[config.mk]
export PLATFORM = sky130hd
export DESIGN_NAME = alu_muldiv_seq
export DESIGN_NICKNAME = d
export VERILOG_FILES = /design/src/rtl/alu_muldiv_seq.sv
export SDC_FILE = /design/constraint.sdc
export NUM_CORES = 1
export LEC_CHECK = 0
export BUFFER_PORTS_ARGS = -buffer_cell sky130_fd_sc_hd__buf_2
export CAP_MARGIN = 25
export CORE_ASPECT_RATIO = 0.8
export CORE_MARGIN = 1
export CORE_UTILIZATION = 33
export DETAILED_ROUTE_END_ITERATION = 10
export GPL_ROUTABILITY_DRIVEN = 1
export HOLD_SLACK_MARGIN = 0.06
export SETUP_SLACK_MARGIN = 0.02
export SLEW_MARGIN = 20
export SYNTH_ARGS = -nofsm -noshare
export SYNTH_HDL_FRONTEND = slang
export SYNTH_SLANG_ARGS = --single-unit
[constraint.sdc]
create_clock -name clk -period 3.23 [get_ports clk]
set_input_delay 0.323 -clock clk [delete_from_list [all_inputs] [get_ports clk]]
set_output_delay 0.323 -clock clk [all_outputs]
set_load 0.005 [all_outputs]
[src/rtl/alu_muldiv_seq.sv]
// Iterative RV32M multiply/divide unit.
// A shift-add multiplier and a restoring divider share one hi:lo accumulator.
// The unit accepts one operation at a time and raises busy while it works.
// It produces one WIDTH-bit result WIDTH+2 cycles after the start cycle.
module alu_muldiv_seq #(
  parameter int WIDTH = 32
) (
  input  logic             clk,
  input  logic             rst_n,
  input  logic             start,
  input  logic [2:0]       op,
  input  logic [WIDTH-1:0] a,
  input  logic [WIDTH-1:0] b,
  input  logic             flush,
  output logic             busy,
  output logic             done,
  output logic [WIDTH-1:0] r
);

  localparam int CNTW = $clog2(WIDTH) + 1;
  localparam logic [CNTW-1:0] LAST_CNT = CNTW'(WIDTH - 1);

  typedef enum logic [1:0] {IDLE, CALC, FIN} state_t;

  state_t           state;
  logic [CNTW-1:0]  cnt;
  logic [2:0]       op_q;
  logic [WIDTH-1:0] hi;
  logic [WIDTH-1:0] lo;
  logic [WIDTH-1:0] babs;
  logic             neg_q;
  logic             rem_neg_q;
  logic             divzero_q;

  logic             a_signed;
  logic             b_signed;
  logic             a_neg;
  logic             b_neg;
  logic [WIDTH-1:0] a_abs;
  logic [WIDTH-1:0] b_abs;

  logic [WIDTH:0]   mul_sum;
  logic [WIDTH:0]   div_sh;
  logic             div_ge;
  logic [WIDTH-1:0] div_sub;
  logic [WIDTH-1:0] hi_next;
  logic [WIDTH-1:0] lo_next;

  logic [2*WIDTH-1:0] prod;
  logic [2*WIDTH-1:0] prod_fix;
  logic [WIDTH-1:0]   quo_fix;
  logic [WIDTH-1:0]   rem_fix;
  logic [WIDTH-1:0]   result;

  // Take operand magnitudes. MUL is treated as unsigned because the low half does not depend on sign.
  always_comb begin
    a_signed = (op == 3'b001) || (op == 3'b010) || (op == 3'b100) || (op == 3'b110);
    b_signed = (op == 3'b001) || (op == 3'b100) || (op == 3'b110);
    a_neg    = a_signed && a[WIDTH-1];
    b_neg    = b_signed && b[WIDTH-1];
    a_abs    = a_neg ? -a : a;
    b_abs    = b_neg ? -b : b;
  end

  // One iteration step: shift-add for multiply, shift and trial-subtract for divide.
  always_comb begin
    mul_sum = {1'b0, hi} + (lo[0] ? {1'b0, babs} : '0);
    div_sh  = {hi, lo[WIDTH-1]};
    div_ge  = div_sh >= {1'b0, babs};
    div_sub = div_sh[WIDTH-1:0] - babs;
    if (!op_q[2]) begin
      hi_next = mul_sum[WIDTH:1];
      lo_next = {mul_sum[0], lo[WIDTH-1:1]};
    end else if (div_ge) begin
      hi_next = div_sub;
      lo_next = {lo[WIDTH-2:0], 1'b1};
    end else begin
      hi_next = div_sh[WIDTH-1:0];
      lo_next = {lo[WIDTH-2:0], 1'b0};
    end
  end

  // Apply the sign to the magnitude result and select the half or the part that op asks for.
  // Divide by zero forces the quotient to all ones. The remainder already equals the dividend.
  always_comb begin
    prod     = {hi, lo};
    prod_fix = neg_q ? -prod : prod;
    quo_fix  = divzero_q ? '1 : (neg_q ? -lo : lo);
    rem_fix  = rem_neg_q ? -hi : hi;
    case (op_q)
      3'b000:                 result = prod_fix[WIDTH-1:0];
      3'b001, 3'b010, 3'b011: result = prod_fix[2*WIDTH-1:WIDTH];
      3'b100, 3'b101:         result = quo_fix;
      default:                result = rem_fix;
    endcase
  end

  // Control FSM and datapath registers. Reset has priority over flush, and flush over start.
  always_ff @(posedge clk) begin
    if (!rst_n) begin
      state     <= IDLE;
      busy      <= 1'b0;
      done      <= 1'b0;
      r         <= '0;
      cnt       <= '0;
      op_q      <= '0;
      hi        <= '0;
      lo        <= '0;
      babs      <= '0;
      neg_q     <= 1'b0;
      rem_neg_q <= 1'b0;
      divzero_q <= 1'b0;
    end else begin
      done <= 1'b0;
      case (state)
        IDLE: begin
          if (start && !flush && !done) begin
            op_q      <= op;
            hi        <= '0;
            lo        <= a_abs;
            babs      <= b_abs;
            neg_q     <= a_neg ^ b_neg;
            rem_neg_q <= a_neg;
            divzero_q <= (b == '0);
            cnt       <= '0;
            busy      <= 1'b1;
            state     <= CALC;
          end
        end
        CALC: begin
          if (flush) begin
            busy  <= 1'b0;
            state <= IDLE;
          end else begin
            hi  <= hi_next;
            lo  <= lo_next;
            cnt <= cnt + CNTW'(1);
            if (cnt == LAST_CNT) begin
              state <= FIN;
            end
          end
        end
        FIN: begin
          busy  <= 1'b0;
          state <= IDLE;
          if (!flush) begin
            r    <= result;
            done <= 1'b1;
          end
        end
        default: begin
          busy  <= 1'b0;
          state <= IDLE;
        end
      endcase
    end
  end

endmodule

# Yosys cells after proc, flatten, opt, wreduce, memory -nomap -nowiden
# Index checks and enable logic that the tools add are counted.
# totals
in_bits	71
reg_bits	144
elab_cells	91
out_inout_bits	34
# op_classes
n_eq_ne	16
n_addsub	8
n_reduce_logical	23
n_mux	29
n_lt_le_gt_ge	1
bitwise	2
# op_table
operator	count
32-bit two-way mux	13
32-bit negation	4
32-bit case mux with 2 select lines	2
32-bit case mux with 3 select lines	1
64-bit two-way mux	1
64-bit negation	1
32-bit by 32-bit adder with 33-bit output	1
33-bit by 32-bit greater-or-equal comparator with 1-bit output	1
32-bit zero test	1
32-bit subtractor	1
3-bit == test (second input constant)	4
6-bit two-way mux	2
6-bit case mux with 2 select lines	1
2-bit AND reduction	5
3-bit by 2-bit == test with 1-bit output (second input constant)	3
6-bit by 1-bit adder with 6-bit output (second input constant)	1
3-bit by 1-bit == test with 1-bit output (second input constant)	2
6-bit by 5-bit == test with 1-bit output (second input constant)	1
2-bit two-way mux	3
2-bit inequality test (second input constant)	3
1-bit logical OR	5
1-bit logical AND	4
1-bit two-way mux	4
2-bit case mux with 2 select lines	1
13 further kinds	14

# Longest topological paths before layout
# logic_depth
ltp_word	8
mapped_depth	14
mapped_depth_nobuf	13

# Worst setup path before layout
# Ideal clock, no wire load.
# synth_timing
path_type	register to register
start	register lo[0]
end	register hi[24]
period_less_slack_ps	3138
t_arrival_ps	3051
setup_ps	87
path_stages_with_launch	15
path_slack_ps	92
cell_sequence	dfxtp_1 -> inv_1 -> buf_1 -> nor2_1 -> ha_1 -> clkbuf_1 -> a21oi_1 -> nor3b_1 -> a21o_1 -> o2111ai_1 -> nand2_1 -> o211a_1 -> o41ai_1 -> mux2_2 -> o31ai_1
# synth_between
elab_chain_len	5
# synth_rtl
element	line_no	rtl
start, declared	29	logic [WIDTH-1:0] lo;
start signal, assigned	120	lo <= a_abs;
start signal, assigned	136	lo <= lo_next;
32-bit two-way mux	67	mul_sum = {1'b0, hi} + (lo[0] ? {1'b0, babs} : '0);
32-bit by 32-bit adder with 33-bit output	67	
32-bit two-way mux	71	if (!op_q[2]) begin
32-bit two-way mux	131	if (flush) begin
32-bit case mux with 2 select lines	115	case (state)
end signal, assigned	135	hi <= hi_next;
end, declared	28	logic [WIDTH-1:0] hi;
# No other way between the ends. The select of a mux whose other input is x is not followed.
# A chain may end at the register's enable or synchronous reset.

# Final worst setup path
# layout_timing
start	register hi[0]
end	register r[30]
# layout_between
elab_chain_len	3
# layout_rtl
element	line_no	rtl
64-bit negation / 32-bit negation (equally long branches)	87, 89	
64-bit two-way mux / 32-bit two-way mux (equally long branches)	87, 89	
32-bit case mux with 3 select lines *	90	case (op_q)
end signal, assigned	147	r <= result;
end, declared	17	output logic [WIDTH-1:0] r
# Every way passes the cells marked *; elsewhere a longest branch is shown, timed or not.

==> results.toml <==
[yosys]
synth.distinct_cells = 81
ys_ff_latch = 144
synthesis.area_mm2 = 0.0137
synth_seq_area_share_pct = 21.0
yosysWarningCount = 0
avgSynthCellArea_um2 = 7.39
synth_ff_type = "dfxtp_1"
synth_nets = 2003
postSynthCellCount = 1861
synth_edf_count = 0
async_reset_ff_share_pct = 0

[sta]
min_period_over_period_pct = 98.3
min_period_ns = 3.18
rsz0062_at_grt = "true"
setup_slack_ns = 0.0536
clock_skew_ns = 0.0194
whs_ns = 0.124
setup_violations = 0
slew_headroom_pct = 29.8
slew_viol_final = 0
worst_pin_slew_ns = 1.05
hold_viol_final = 0
fmax_mhz = 315

[global_routing]
grt-ovfl-total = 0
grt_pass1_vias = 13400
grt_start_max_net_pins = 69
grt_pass1_wl_um = 77900
grt_use_total_pct = 23.5
antenna_found_initial = 0

[route]
dr.first_iter.drc_count = 1387
drt-total-wl_um = 51200
first_pass_iters = 7
avgViaCountPerCell = 5.76
wire_per_inst_um = 20.0
vias = 14800
drtAntennaViolNets = 0
drc = 0

[final_layout]
final_nets = 2150
syn_to_final_growth_pct = 20.0
design_area_mm2 = 0.0165
layout_common_cells = "nand2_1, buf_4, a21oi_1, dfxtp_1, o21ai_0"
antenna_cells = 0
fill_cells = 4252
final_util_pct = 40.4
final_common_cell = "nand2_1"
drive_above_1_share_pct = 18.6

[critical_path]
r2r_setup_slack_ns = 0.05
slowest_stage = "or4_4"
cpMostUsedCell = "or2_4"
critPathRequiredTime_ns = 3.64
cp_num_buf_inv = 1
end_kind = "register"
critPathMaxFanout = 4
critPathMaxStageDelay_ns = 0.59
critPathTopFamily = "simple AND/OR/NAND/NOR gates"
worstSetupStartpointType = "register"
cp.arrival_ns = 3.59
worstPathCellList = "inv_2 > ha_4 > or3b_4 > or3_4 > or4_4 > or2_4 > or2_4 > a31oi_4 > o21ai_2 > a221oi_2 > a21o_1"
worstSetupPathType = "register to register"

[min_path]
hp-class = "primary input to register"

[clock_tree]
htreeDepth = 4
worstSkewPairLatency_ns = 0.47
cts_root_buffer = "clkbuf_16"
cts_buffers = 17
tritoncts = "yes"
clk_path_buf_depth = 2
holdBufCountCts = 0
clkSlewWorstSetupHoldPaths_ns = 0.08
cts.sinks = 144

[pwr]
p_leak_nw = 7.10
peakVddDrop_mv = 0.279
powerDensity_mw_per_mm2 = 332

[floorplanning]
die-area_mm2 = 0.0425
fp.dieH_um = 185
ios = 105
num_rows = 66
die_w_um = 230
start_util_pct = 33.6
core-area_mm2 = 0.0409

[placement]
place_area_mm2 = 0.0157
dpl_worst_slack_ns = -0.139
port_buffers = 104
place.gp.congestion = 1.01
dpl.hpwl_um = 39700

[run_status]
status = "completed"

[job]
cap_viol_max_count = 0
## state kept, by name, summed over array words and instances (netlist names)
register / cells
babs: 32
hi: 32
lo: 32
r: 32
cnt: 6
op_q: 3
state: 2
busy: 1
divzero_q: 1
done: 1
neg_q: 1
rem_neg_q: 1
## worst paths after layout
check | from | endpoint | cells past startpoint
max reg2reg | hi[0] | r[30] | 11
min | op[1] | op_q[1] | 3
max | hi[0] | r[30] | 11
min reg2reg | r[15] | r[15] | 2
## worst min-delay path: stages
cell and delay, ns:
buf_2 0.11, nand2_1 0.05, a21boi_0 0.06
## cells in the mapped netlist (12+ instances only)
| cell type | instances | area (um^2) |
|---|---|---|
| a211oi_1 | 59 | 443 |
| a21o_1 | 34 | 255 |
| a21oi_1 | 154 | 771 |
| a221oi_1 | 12 | 105 |
| a22oi_1 | 16 | 120 |
| a31oi_1 | 15 | 93.8 |
| and2_1 | 42 | 263 |
| clkbuf_1 | 113 | 424 |
| dfxtp_1 | 144 | 2880 |
| ha_1 | 69 | 863 |
| inv_1 | 63 | 236 |
| mux2i_1 | 24 | 240 |
| nand2_1 | 190 | 713 |
| nand2b_1 | 17 | 106 |
| nand3_1 | 45 | 225 |
| nand4_1 | 18 | 113 |
| nor2_1 | 110 | 413 |
| nor2b_1 | 43 | 269 |
| nor3_1 | 32 | 160 |
| nor4_1 | 18 | 113 |
| o211a_1 | 36 | 360 |
| o21ai_0 | 139 | 696 |
| o221ai_1 | 17 | 149 |
| o31ai_1 | 28 | 210 |
| o41ai_1 | 13 | 114 |
| or3_1 | 34 | 213 |
| or4_1 | 14 | 105 |
| xnor2_1 | 75 | 657 |
| xor2_1 | 110 | 963 |
## final cells by class
type	instances	area, um^2	area share (%)
multi-input combinational	1518	10300	62.3
sequential	144	2890	17.5
timing repair buffer	264	1820	11.0
tap	544	681	4.13
clock buffer	17	425	2.58
inverter	63	236	1.43
clock inverter	15	165	1.00
## layer usage
metal	routed length (um)	track usage [%]	up-vias	part of all wire (%)
met1	24900	35.2	7029	49
met3	4730	5.14	51	9.2
met2	21000	33.7	585	41
met5	0	0	-	0
li1	-	-	7106	-
met4	690	5.22	0	1.3
## repair_timing
| item | in CTS | in global routing |
|---|---|---|
| buffers inserted | 0 | 5 |
| pin swaps | 1 | 14 |
| endpoints found under the setup margin | 10 | 28 |
| hold endpoints to repair | 0 | 0 |
| gates resized for setup | 9 | 43 |
## logic make-up (layout without fill, tap and decap cells)
group,count (synthesis),count (layout),share of synthesized area (%)
AOI/OAI and AO/OA,630,630,30.8
xor gates and xnor gates,185,185,11.8
adders and majority gates,71,71,6.57
buffers and inverters,199,359,5.77
DFF,144,144,21.0
muxes,28,28,2.07
and+or+nand+nor,604,604,22.1
## where the power goes
part | leakage (nW) | switching (mW) | internal, mW | total, mW
sequential | 1.17 | 0.0740 | 1.84 | 1.91
clock | 0.287 | 1.01 | 1.04 | 2.05
combinational | 5.64 | 0.914 | 0.594 | 1.51
## per-stage QoR
stage / power, mW / cells / setup TNS (ns)
6_report: 5.48 / 2565 / 0
5_1_grt: 5.70 / 2565 / -0.00885
4_1_cts: 5.46 / 2560 / 0
3_5_place_dp: 3.40 / 2528 / -0.299
3_3_place_gp: 3.38 / 2528 / -0.150
2_1_floorplan: 2.88 / 1861 / 0
Power figures use the tool's default switching activity.
